### src/rtl/mc_controller_pkg.sv
// -----------------------------------------------------------------------------
// mc_controller_pkg
// Shared definitions for the multi-cycle controller and its datapath:
//   - FSM state encoding (state_e)
//   - RV32I major opcode constants
//   - pc_sel, wb_sel and alu_op mux encodings
//   - is_legal_opcode(): the set of opcodes the controller executes
// -----------------------------------------------------------------------------
package mc_controller_pkg;

   typedef enum logic [2:0] {
      ST_FETCH  = 3'd0,
      ST_DECODE = 3'd1,
      ST_EXEC   = 3'd2,
      ST_MEM    = 3'd3,
      ST_WB     = 3'd4,
      ST_TRAP   = 3'd7
   } state_e;

   localparam logic [6:0] OPC_LUI    = 7'b0110111;
   localparam logic [6:0] OPC_AUIPC  = 7'b0010111;
   localparam logic [6:0] OPC_JAL    = 7'b1101111;
   localparam logic [6:0] OPC_JALR   = 7'b1100111;
   localparam logic [6:0] OPC_OP_IMM = 7'b0010011;
   localparam logic [6:0] OPC_OP     = 7'b0110011;
   localparam logic [6:0] OPC_LOAD   = 7'b0000011;
   localparam logic [6:0] OPC_STORE  = 7'b0100011;
   localparam logic [6:0] OPC_BRANCH = 7'b1100011;

   localparam logic [1:0] PC_SEL_PLUS4  = 2'b00;
   localparam logic [1:0] PC_SEL_BRANCH = 2'b01;
   localparam logic [1:0] PC_SEL_ALU    = 2'b10;
   localparam logic [1:0] PC_SEL_JAL    = 2'b11;

   localparam logic [1:0] WB_SEL_ALU = 2'b00;
   localparam logic [1:0] WB_SEL_MEM = 2'b01;
   localparam logic [1:0] WB_SEL_PC4 = 2'b10;
   localparam logic [1:0] WB_SEL_IMM = 2'b11;

   localparam logic [1:0] ALU_OP_NONE  = 2'b00;
   localparam logic [1:0] ALU_OP_SUB   = 2'b01;
   localparam logic [1:0] ALU_OP_ADD   = 2'b10;
   localparam logic [1:0] ALU_OP_FUNCT = 2'b11;

   function automatic logic is_legal_opcode(input logic [6:0] opc);
      case (opc)
         OPC_LUI, OPC_AUIPC, OPC_JAL, OPC_JALR, OPC_OP_IMM,
         OPC_OP, OPC_LOAD, OPC_STORE, OPC_BRANCH: return 1'b1;
         default:                                 return 1'b0;
      endcase
   endfunction

endpackage

### src/rtl/mem_wait_timer.sv
// -----------------------------------------------------------------------------
// mem_wait_timer
// Counts consecutive memory wait cycles and flags a bus timeout.
//   clk, rst_n  : clock, async active-low reset
//   clear_i     : controller changed state; restart the count
//   wait_i      : a memory access is pending and mem_ready is low this cycle
//   expired_o   : this wait cycle is the TIMEOUT-th consecutive one
// The count saturates at TIMEOUT and never wraps.
// -----------------------------------------------------------------------------
module mem_wait_timer #(
   parameter int unsigned TIMEOUT = 16
) (
   input  logic clk,
   input  logic rst_n,
   input  logic clear_i,
   input  logic wait_i,
   output logic expired_o
);

   localparam int unsigned W     = $clog2(TIMEOUT + 1);
   localparam logic [W-1:0] LIMIT = W'(TIMEOUT);
   localparam logic [W-1:0] LAST  = W'(TIMEOUT - 1);

   logic [W-1:0] cnt_q, cnt_d;

   // Expiry is decided in the wait cycle itself, so a mem_ready in that same
   // cycle (wait_i low) always beats the timeout.
   assign expired_o = wait_i && (cnt_q == LAST);

   always_comb begin
      cnt_d = cnt_q;
      if (clear_i) begin
         cnt_d = '0;
      end else if (wait_i && (cnt_q != LIMIT)) begin
         cnt_d = cnt_q + W'(1);
      end
   end

   // NOTE: sequential state is updated with non-blocking assignments only.
   always_ff @(posedge clk or negedge rst_n) begin
      if (!rst_n) begin
         cnt_q <= '0;
      end else begin
         cnt_q <= cnt_d;
      end
   end

endmodule

### src/rtl/mc_controller.sv
// -----------------------------------------------------------------------------
// mc_controller
// Multi-cycle RV32I control FSM: FETCH -> DECODE -> EXEC -> [MEM] -> [WB].
//   clk, rst_n         : clock, async active-low reset
//   opcode, funct3     : instruction fields from the instruction register
//   mem_ready          : shared memory completes the current access
//   branch_taken       : comparator result, valid in EXEC
//   state              : current FSM state (debug)
//   ir_write, pc_write, pc_sel, mem_req, mem_we, mem_addr_sel, mem_size,
//   mem_unsigned, reg_write, alu_op, alu_src, wb_sel : datapath controls
//   illegal, bus_err   : sticky trap causes, cleared only by reset
//   retire             : instruction completes this cycle
// -----------------------------------------------------------------------------
module mc_controller #(
   parameter int unsigned MEM_TIMEOUT = 16
) (
   input  logic       clk,
   input  logic       rst_n,
   input  logic [6:0] opcode,
   input  logic [2:0] funct3,
   input  logic       mem_ready,
   input  logic       branch_taken,
   output logic [2:0] state,
   output logic       ir_write,
   output logic       pc_write,
   output logic [1:0] pc_sel,
   output logic       mem_req,
   output logic       mem_we,
   output logic       mem_addr_sel,
   output logic [1:0] mem_size,
   output logic       mem_unsigned,
   output logic       reg_write,
   output logic [1:0] alu_op,
   output logic       alu_src,
   output logic [1:0] wb_sel,
   output logic       illegal,
   output logic       bus_err,
   output logic       retire
);

   import mc_controller_pkg::*;

   state_e     state_q, state_d;
   logic [6:0] opcode_q;
   logic [2:0] funct3_q;
   logic       illegal_q, illegal_d;
   logic       bus_err_q, bus_err_d;
   logic       size_bad;
   logic       timer_wait;
   logic       timer_expired;

   // Access size 11 has no meaning for loads/stores; it traps instead of
   // reaching the bus.
   assign size_bad   = (funct3_q[1:0] == 2'b11);
   assign timer_wait = !mem_ready &&
                       ((state_q == ST_FETCH) || ((state_q == ST_MEM) && !size_bad));

   mem_wait_timer #(
      .TIMEOUT (MEM_TIMEOUT)
   ) u_wait_timer (
      .clk       (clk),
      .rst_n     (rst_n),
      .clear_i   (state_d != state_q),
      .wait_i    (timer_wait),
      .expired_o (timer_expired)
   );

   assign state   = state_q;
   assign illegal = illegal_q;
   assign bus_err = bus_err_q;

   // NOTE: every signal written here gets a default first, so no path
   // through the case statement can infer a latch.
   always_comb begin
      state_d      = state_q;
      illegal_d    = illegal_q;
      bus_err_d    = bus_err_q;
      ir_write     = 1'b0;
      pc_write     = 1'b0;
      pc_sel       = PC_SEL_PLUS4;
      mem_req      = 1'b0;
      mem_we       = 1'b0;
      mem_addr_sel = 1'b0;
      mem_size     = 2'b00;
      mem_unsigned = 1'b0;
      reg_write    = 1'b0;
      alu_op       = ALU_OP_NONE;
      alu_src      = 1'b0;
      wb_sel       = WB_SEL_ALU;
      retire       = 1'b0;

      case (state_q)
         ST_FETCH: begin
            mem_req = 1'b1;
            if (mem_ready) begin
               ir_write = 1'b1;
               pc_write = 1'b1;
               pc_sel   = PC_SEL_PLUS4;
               state_d  = ST_DECODE;
            end else if (timer_expired) begin
               state_d   = ST_TRAP;
               bus_err_d = 1'b1;
            end
         end

         // Legality is judged on the live opcode; it is latched on this edge.
         ST_DECODE: begin
            if (is_legal_opcode(opcode)) begin
               state_d = ST_EXEC;
            end else begin
               state_d   = ST_TRAP;
               illegal_d = 1'b1;
            end
         end

         ST_EXEC: begin
            case (opcode_q)
               OPC_OP_IMM: begin alu_op = ALU_OP_FUNCT; alu_src = 1'b1; end
               OPC_OP:     begin alu_op = ALU_OP_FUNCT; alu_src = 1'b0; end
               OPC_LOAD, OPC_STORE, OPC_JALR, OPC_AUIPC: begin
                  alu_op  = ALU_OP_ADD;
                  alu_src = 1'b1;
               end
               OPC_BRANCH: begin alu_op = ALU_OP_SUB; alu_src = 1'b0; end
               default:    alu_op = ALU_OP_NONE;
            endcase

            if ((opcode_q == OPC_LOAD) || (opcode_q == OPC_STORE)) begin
               state_d = ST_MEM;
            end else if (opcode_q == OPC_BRANCH) begin
               retire  = 1'b1;
               state_d = ST_FETCH;
               if (branch_taken) begin
                  pc_write = 1'b1;
                  pc_sel   = PC_SEL_BRANCH;
               end
            end else begin
               state_d = ST_WB;
            end
         end

         ST_MEM: begin
            if (size_bad) begin
               state_d   = ST_TRAP;
               illegal_d = 1'b1;
            end else begin
               mem_req      = 1'b1;
               mem_addr_sel = 1'b1;
               mem_we       = (opcode_q == OPC_STORE);
               mem_size     = funct3_q[1:0];
               mem_unsigned = funct3_q[2];
               if (mem_ready) begin
                  if (opcode_q == OPC_STORE) begin
                     retire  = 1'b1;
                     state_d = ST_FETCH;
                  end else begin
                     state_d = ST_WB;
                  end
               end else if (timer_expired) begin
                  state_d   = ST_TRAP;
                  bus_err_d = 1'b1;
               end
            end
         end

         ST_WB: begin
            reg_write = 1'b1;
            retire    = 1'b1;
            state_d   = ST_FETCH;
            case (opcode_q)
               OPC_LOAD: wb_sel = WB_SEL_MEM;
               OPC_JAL: begin
                  wb_sel   = WB_SEL_PC4;
                  pc_write = 1'b1;
                  pc_sel   = PC_SEL_JAL;
               end
               OPC_JALR: begin
                  wb_sel   = WB_SEL_PC4;
                  pc_write = 1'b1;
                  pc_sel   = PC_SEL_ALU;
               end
               OPC_LUI: wb_sel = WB_SEL_IMM;
               default: wb_sel = WB_SEL_ALU;
            endcase
         end

         ST_TRAP: ;

         default: state_d = ST_FETCH;
      endcase

      // The register already sits in FETCH while reset is held; the FETCH
      // strobes stay quiet until the reset is released.
      if (!rst_n) begin
         ir_write = 1'b0;
         pc_write = 1'b0;
         mem_req  = 1'b0;
      end
   end

   always_ff @(posedge clk or negedge rst_n) begin
      if (!rst_n) begin
         state_q   <= ST_FETCH;
         opcode_q  <= '0;
         funct3_q  <= '0;
         illegal_q <= 1'b0;
         bus_err_q <= 1'b0;
      end else begin
         state_q   <= state_d;
         illegal_q <= illegal_d;
         bus_err_q <= bus_err_d;
         if (state_q == ST_DECODE) begin
            opcode_q <= opcode;
            funct3_q <= funct3;
         end
      end
   end

endmodule

### config.mk
export PLATFORM = sky130hd
export DESIGN_NAME = mc_controller
export DESIGN_NICKNAME = d
export VERILOG_FILES = /design/src/rtl/mc_controller_pkg.sv /design/src/rtl/mem_wait_timer.sv /design/src/rtl/mc_controller.sv
export SDC_FILE = /design/constraint.sdc
export NUM_CORES = 1
export LEC_CHECK = 0
export BUFFER_PORTS_ARGS = -buffer_cell sky130_fd_sc_hd__buf_2
export CELL_PAD_IN_SITES_DETAIL_PLACEMENT = 0
export CELL_PAD_IN_SITES_GLOBAL_PLACEMENT = 1
export CORE_ASPECT_RATIO = 1.75
export CORE_MARGIN = 2
export CORE_UTILIZATION = 41
export CTS_CLUSTER_DIAMETER = 80
export DETAILED_ROUTE_END_ITERATION = 8
export PLACE_DENSITY_LB_ADDON = 0.12
export SYNTH_ARGS = -nofsm -noshare
export SYNTH_HDL_FRONTEND = slang
export SYNTH_HIERARCHICAL = 1
export SYNTH_SLANG_ARGS = --single-unit
### constraint.sdc
create_clock -name clk -period 6.95 [get_ports clk]
set_clock_uncertainty 0.2 [all_clocks]
set_input_delay 1.0425 -clock clk [delete_from_list [all_inputs] [get_ports clk]]
set_output_delay 1.0425 -clock clk [all_outputs]
set_load 0.1 [all_outputs]
==> summary.md <==
| Metric | Value |
|---|---|
| Run status | complete, no violations |
| Largest net degree at the start of global routing | 24 |
| Fin util | 0.506 |
| CTS H-Tree Depth | 1 |
| Worst r2r dst | u_wait_timer/cnt_q[0]$_DFFE_PN0P_ |
| Critical Path Source Type | register |
| Worst slew margin relative to its limit | 0.554 |
| GRT Overall Usage | 0.202 |
| Sequence of cells on the critical path | or4b_4, or4_4, a31oi_2, buf_2 |
| Number of primary I/O pins | 36 |
| Biggest fanout along the worst timing path | 13 |
| Sequential cell area | 500 sq um |
| Register bit count reported by yosys | 20 |
| Overall routed net length | 3600 microns |
| Post-Layout Cell Count | 238 |
| Final setup margin | 3.24 ns |
| Vert. Die Dim | 80.9 microns |
| Clock tree from TritonCTS | done |
| Ratio of cells with drive above 1 in the final layout | 0.306 |
| Number of detailed-route iterations in the first pass | 4 |
| Setup repair after global routing missed its margin | no |
| Buf+Inv Stages, Crit Path | 1 |
| Peak supply drop | 0.199 mV |
| Synthesized cell area | 0.00139 sq mm |
| Top-area cell type share of the netlist area | 0.361 |
| Number of flops mapped to enable cells by yosys | 0 |
| Worst reg2reg path depth | 11 |
| Period minus WS final | 3.71 ns |
| Tcrit/Tclk final | 0.534 |
| Synth Warn # | 6 |
| PortBufs | 35 |
| Wire length of the first global-routing pass | 5660 microns |
| Estimated wirelength of the detail-placed design | 2760 microns |
| Number of antenna violations at the first check in global routing | 0 |
| Fraction of synthesis flops using an asynchronous set or reset pin | 1.00 |
| Total via count after detailed routing | 1,309 |
| Final Power | 0.760 mW |
| Number of gates resized after cts | 0 |
| Delay of the slowest cell on the worst path | 0.64 ns |
| Count of nets after finishing | 211 |
| Core box area | 0.00329 sq mm |
| Most frequent cells in the layout | buf_2, dfrtp_1, nor2_1 |
| Later-pin clock latency in the skew report | 0.26 ns |
| Worst-case register-to-register setup slack | 3.48 ns |
| Clock-pin slew reported for the worst setup and hold paths after clock tree synthesis | 0.07 ns |
| Number of core rows | 28 |
| Worst setup endpoint | pc_write |
| Cell type with the largest total area after synthesis | dfrtp_1 |
| Type of the tightest min-delay check | reg2reg |
| Startpoint-to-endpoint class of the critical path | reg2out |
| Syn Nets | 178 |
| Mean number of vias per cell | 5.50 |
| Area occupied by multi-input gates | 811 sq um |
| Power density normalized to cell area | 456 mW/mm^2 |
| Top post-synthesis cells by area | dfrtp_1, mux2_2, nor2_1 |
| Distinct cell type count of the synthesized netlist | 43 |
| Launch instance of the worst register-to-register path | state[2]$_DFF_PN0_ |
| Launch point of the worst path | state[0]$_DFF_PN0_ |
| Max cap viols | 0 |
| Total global routing overflow | 0 |
| Die W | 48.0 microns |
| Number of buffers added by the clock tree synthesis step | 3 |
| Count of clock tree sinks | 20 |
| Path length in cells of the critical path | 4 |
| Arrival time reported for the critical path endpoint | 2.47 ns |
| Post-Syn Instances | 161 |
| Post-route setup TNS | 0 ns |
| Leakage | 0.762 nW |
| Routed length per instance | 15.1 microns |
| Antenna cell count | 0 |
| Number of fill cells | 359 |
| Cell with the biggest individual delay on the critical path | or4b_4 |
| Initial DRC Count | 24 |
| Required time worst endpoint | 5.71 ns |
| Vias in the first global route | 1,258 |
| Initial core utilization | 0.421 |
| Floorplan die area | 0.00388 sq mm |
| Top flip-flop cell by instance count after synthesis | dfrtp_1 |
| Antenna-violating nets left | 0 |
| Pre-CTS setup slack | 3.44 ns |
| Detailed-route DRC error count | 0 |
| Placed insts | 234 |
| Fmax | 270 MHz |
| Register area share after synthesis | 0.361 |
| Delay-heaviest family, CP | simple AND/OR/NAND/NOR gates |
| Maximum root-to-sink buffer count | 2 |
| Post-Synthesis Mean Instance Area | 8.61 sq um |
| Max-slew violation total from the final report | 0 |
| Clock tree root buffer cell | clkbuf_8 |
| Type of element capturing the critical path | output port |
| CTS Hold Bufs | 0 |
| Most common cell after layout, fill and taps aside | buf_2 |
| Final hold violation count | 0 |
| Routability congestion estimate | 0.771 |
| Number of setup buffers added after CTS | 0 |
| Transition at the pin with the smallest max-transition slack | 0.670 ns |
| Synth-to-Final Area Change | 20.2% |
| Setup violation total in the final timing report | 0 |
[how the worst min path moves through the flow]
stage	start	to	slack (ns)	depth (start not counted)
finish	bus_err$_DFFE_PN0P_	bus_err$_DFFE_PN0P_	0.27	2
global route	bus_err$_DFFE_PN0P_	bus_err$_DFFE_PN0P_	0.31	2
CTS	bus_err$_DFFE_PN0P_	bus_err$_DFFE_PN0P_	0.28	2
detailed placement	bus_err$_DFFE_PN0P_	bus_err$_DFFE_PN0P_	0.26	2
global placement	bus_err$_DFFE_PN0P_	bus_err$_DFFE_PN0P_	0.25	2
floorplan	funct3_q[2]$_DFFE_PN0N_	funct3_q[2]$_DFFE_PN0N_	0.27	1
[power by group]
part           internal, mW  switching [mW]
Sequential            0.157          0.0790
Clock                0.0769          0.0396
Combinational         0.127           0.281
[sequential cells by signal (all words and copies together), names as in the netlist]
signal / count
opcode_q: 7
state: 3
funct3_q: 3
illegal: 1
bus_err: 1
u_wait_timer/cnt_q: 5
[layer usage]
metal | global-route usage | vias up | share of wire
li1 | - | 638 | -
met1 | 0.208 | 630 | 0.37
met3 | 0.0267 | 5 | 0.041
met5 | 0 | - | 0
met2 | 0.389 | 36 | 0.58
met4 | 0.0568 | 0 | 0.012
[cells in the mapped netlist (all sizes together), types with 2 or more instances]
| cell | number |
|---|---|
| a211oi | 2 |
| and3 | 5 |
| nor3 | 3 |
| nor2 | 15 |
| inv | 12 |
| nand3b | 3 |
| buf | 4 |
| nand3 | 7 |
| and4 | 2 |
| nor3b | 4 |
| dfrtp | 20 |
| o21ai | 10 |
| a32oi | 2 |
| nand2 | 12 |
| a21oi | 9 |
| clkbuf | 4 |
| or4 | 3 |
| a21boi | 2 |
| ha | 3 |
| a31oi | 3 |
| nor2b | 3 |
| and2 | 3 |
| mux2 | 9 |
| nand2b | 6 |
[cell type report]
| cell class | count | share of cell area |
|---|---|---|
| Inverter | 12 | 0.0270 |
| Multi-Input combinational cell | 121 | 0.486 |
| Tap cell | 45 | 0.0338 |
| Clock inverter | 1 | 0.0180 |
| Clock buffer | 3 | 0.0248 |
| Sequential cell | 20 | 0.300 |
| Timing Repair Buffer | 36 | 0.110 |
[cell families (layout without fill, tap and decap cells)]
kind of cell | after synthesis | count (layout) | synth area share
buffers and inverters | 20 | 52 | 0.0578
muxes | 10 | 10 | 0.0803
AOI/OAI and AO/OA | 37 | 37 | 0.175
DFF | 20 | 20 | 0.361
and+or+nand+nor | 71 | 71 | 0.299
adders and majority gates | 3 | 3 | 0.0271
[through the flow]
step	cell area (sq um)	hold WS [ns]
2_1_floorplan	1390	0.272
3_3_place_gp	1600	0.253
3_5_place_dp	1600	0.257
4_1_cts	1670	0.276
5_1_grt	1670	0.312
6_report	1670	0.266
[worst register-to-register path: stages (launching register included)]
cell	delay, ns
dfrtp_1	0.54
nand3b_1	0.33
a21oi_1	0.41
nor2_1	0.12
nor2_1	0.20
and2_1	0.19
nand2b_1	0.13
nand3b_1	0.15
a32oi_1	0.14
a32oi_1	0.57
nor2_1	0.09
mux2_2	0.29
Power figures use the tool's default switching activity.
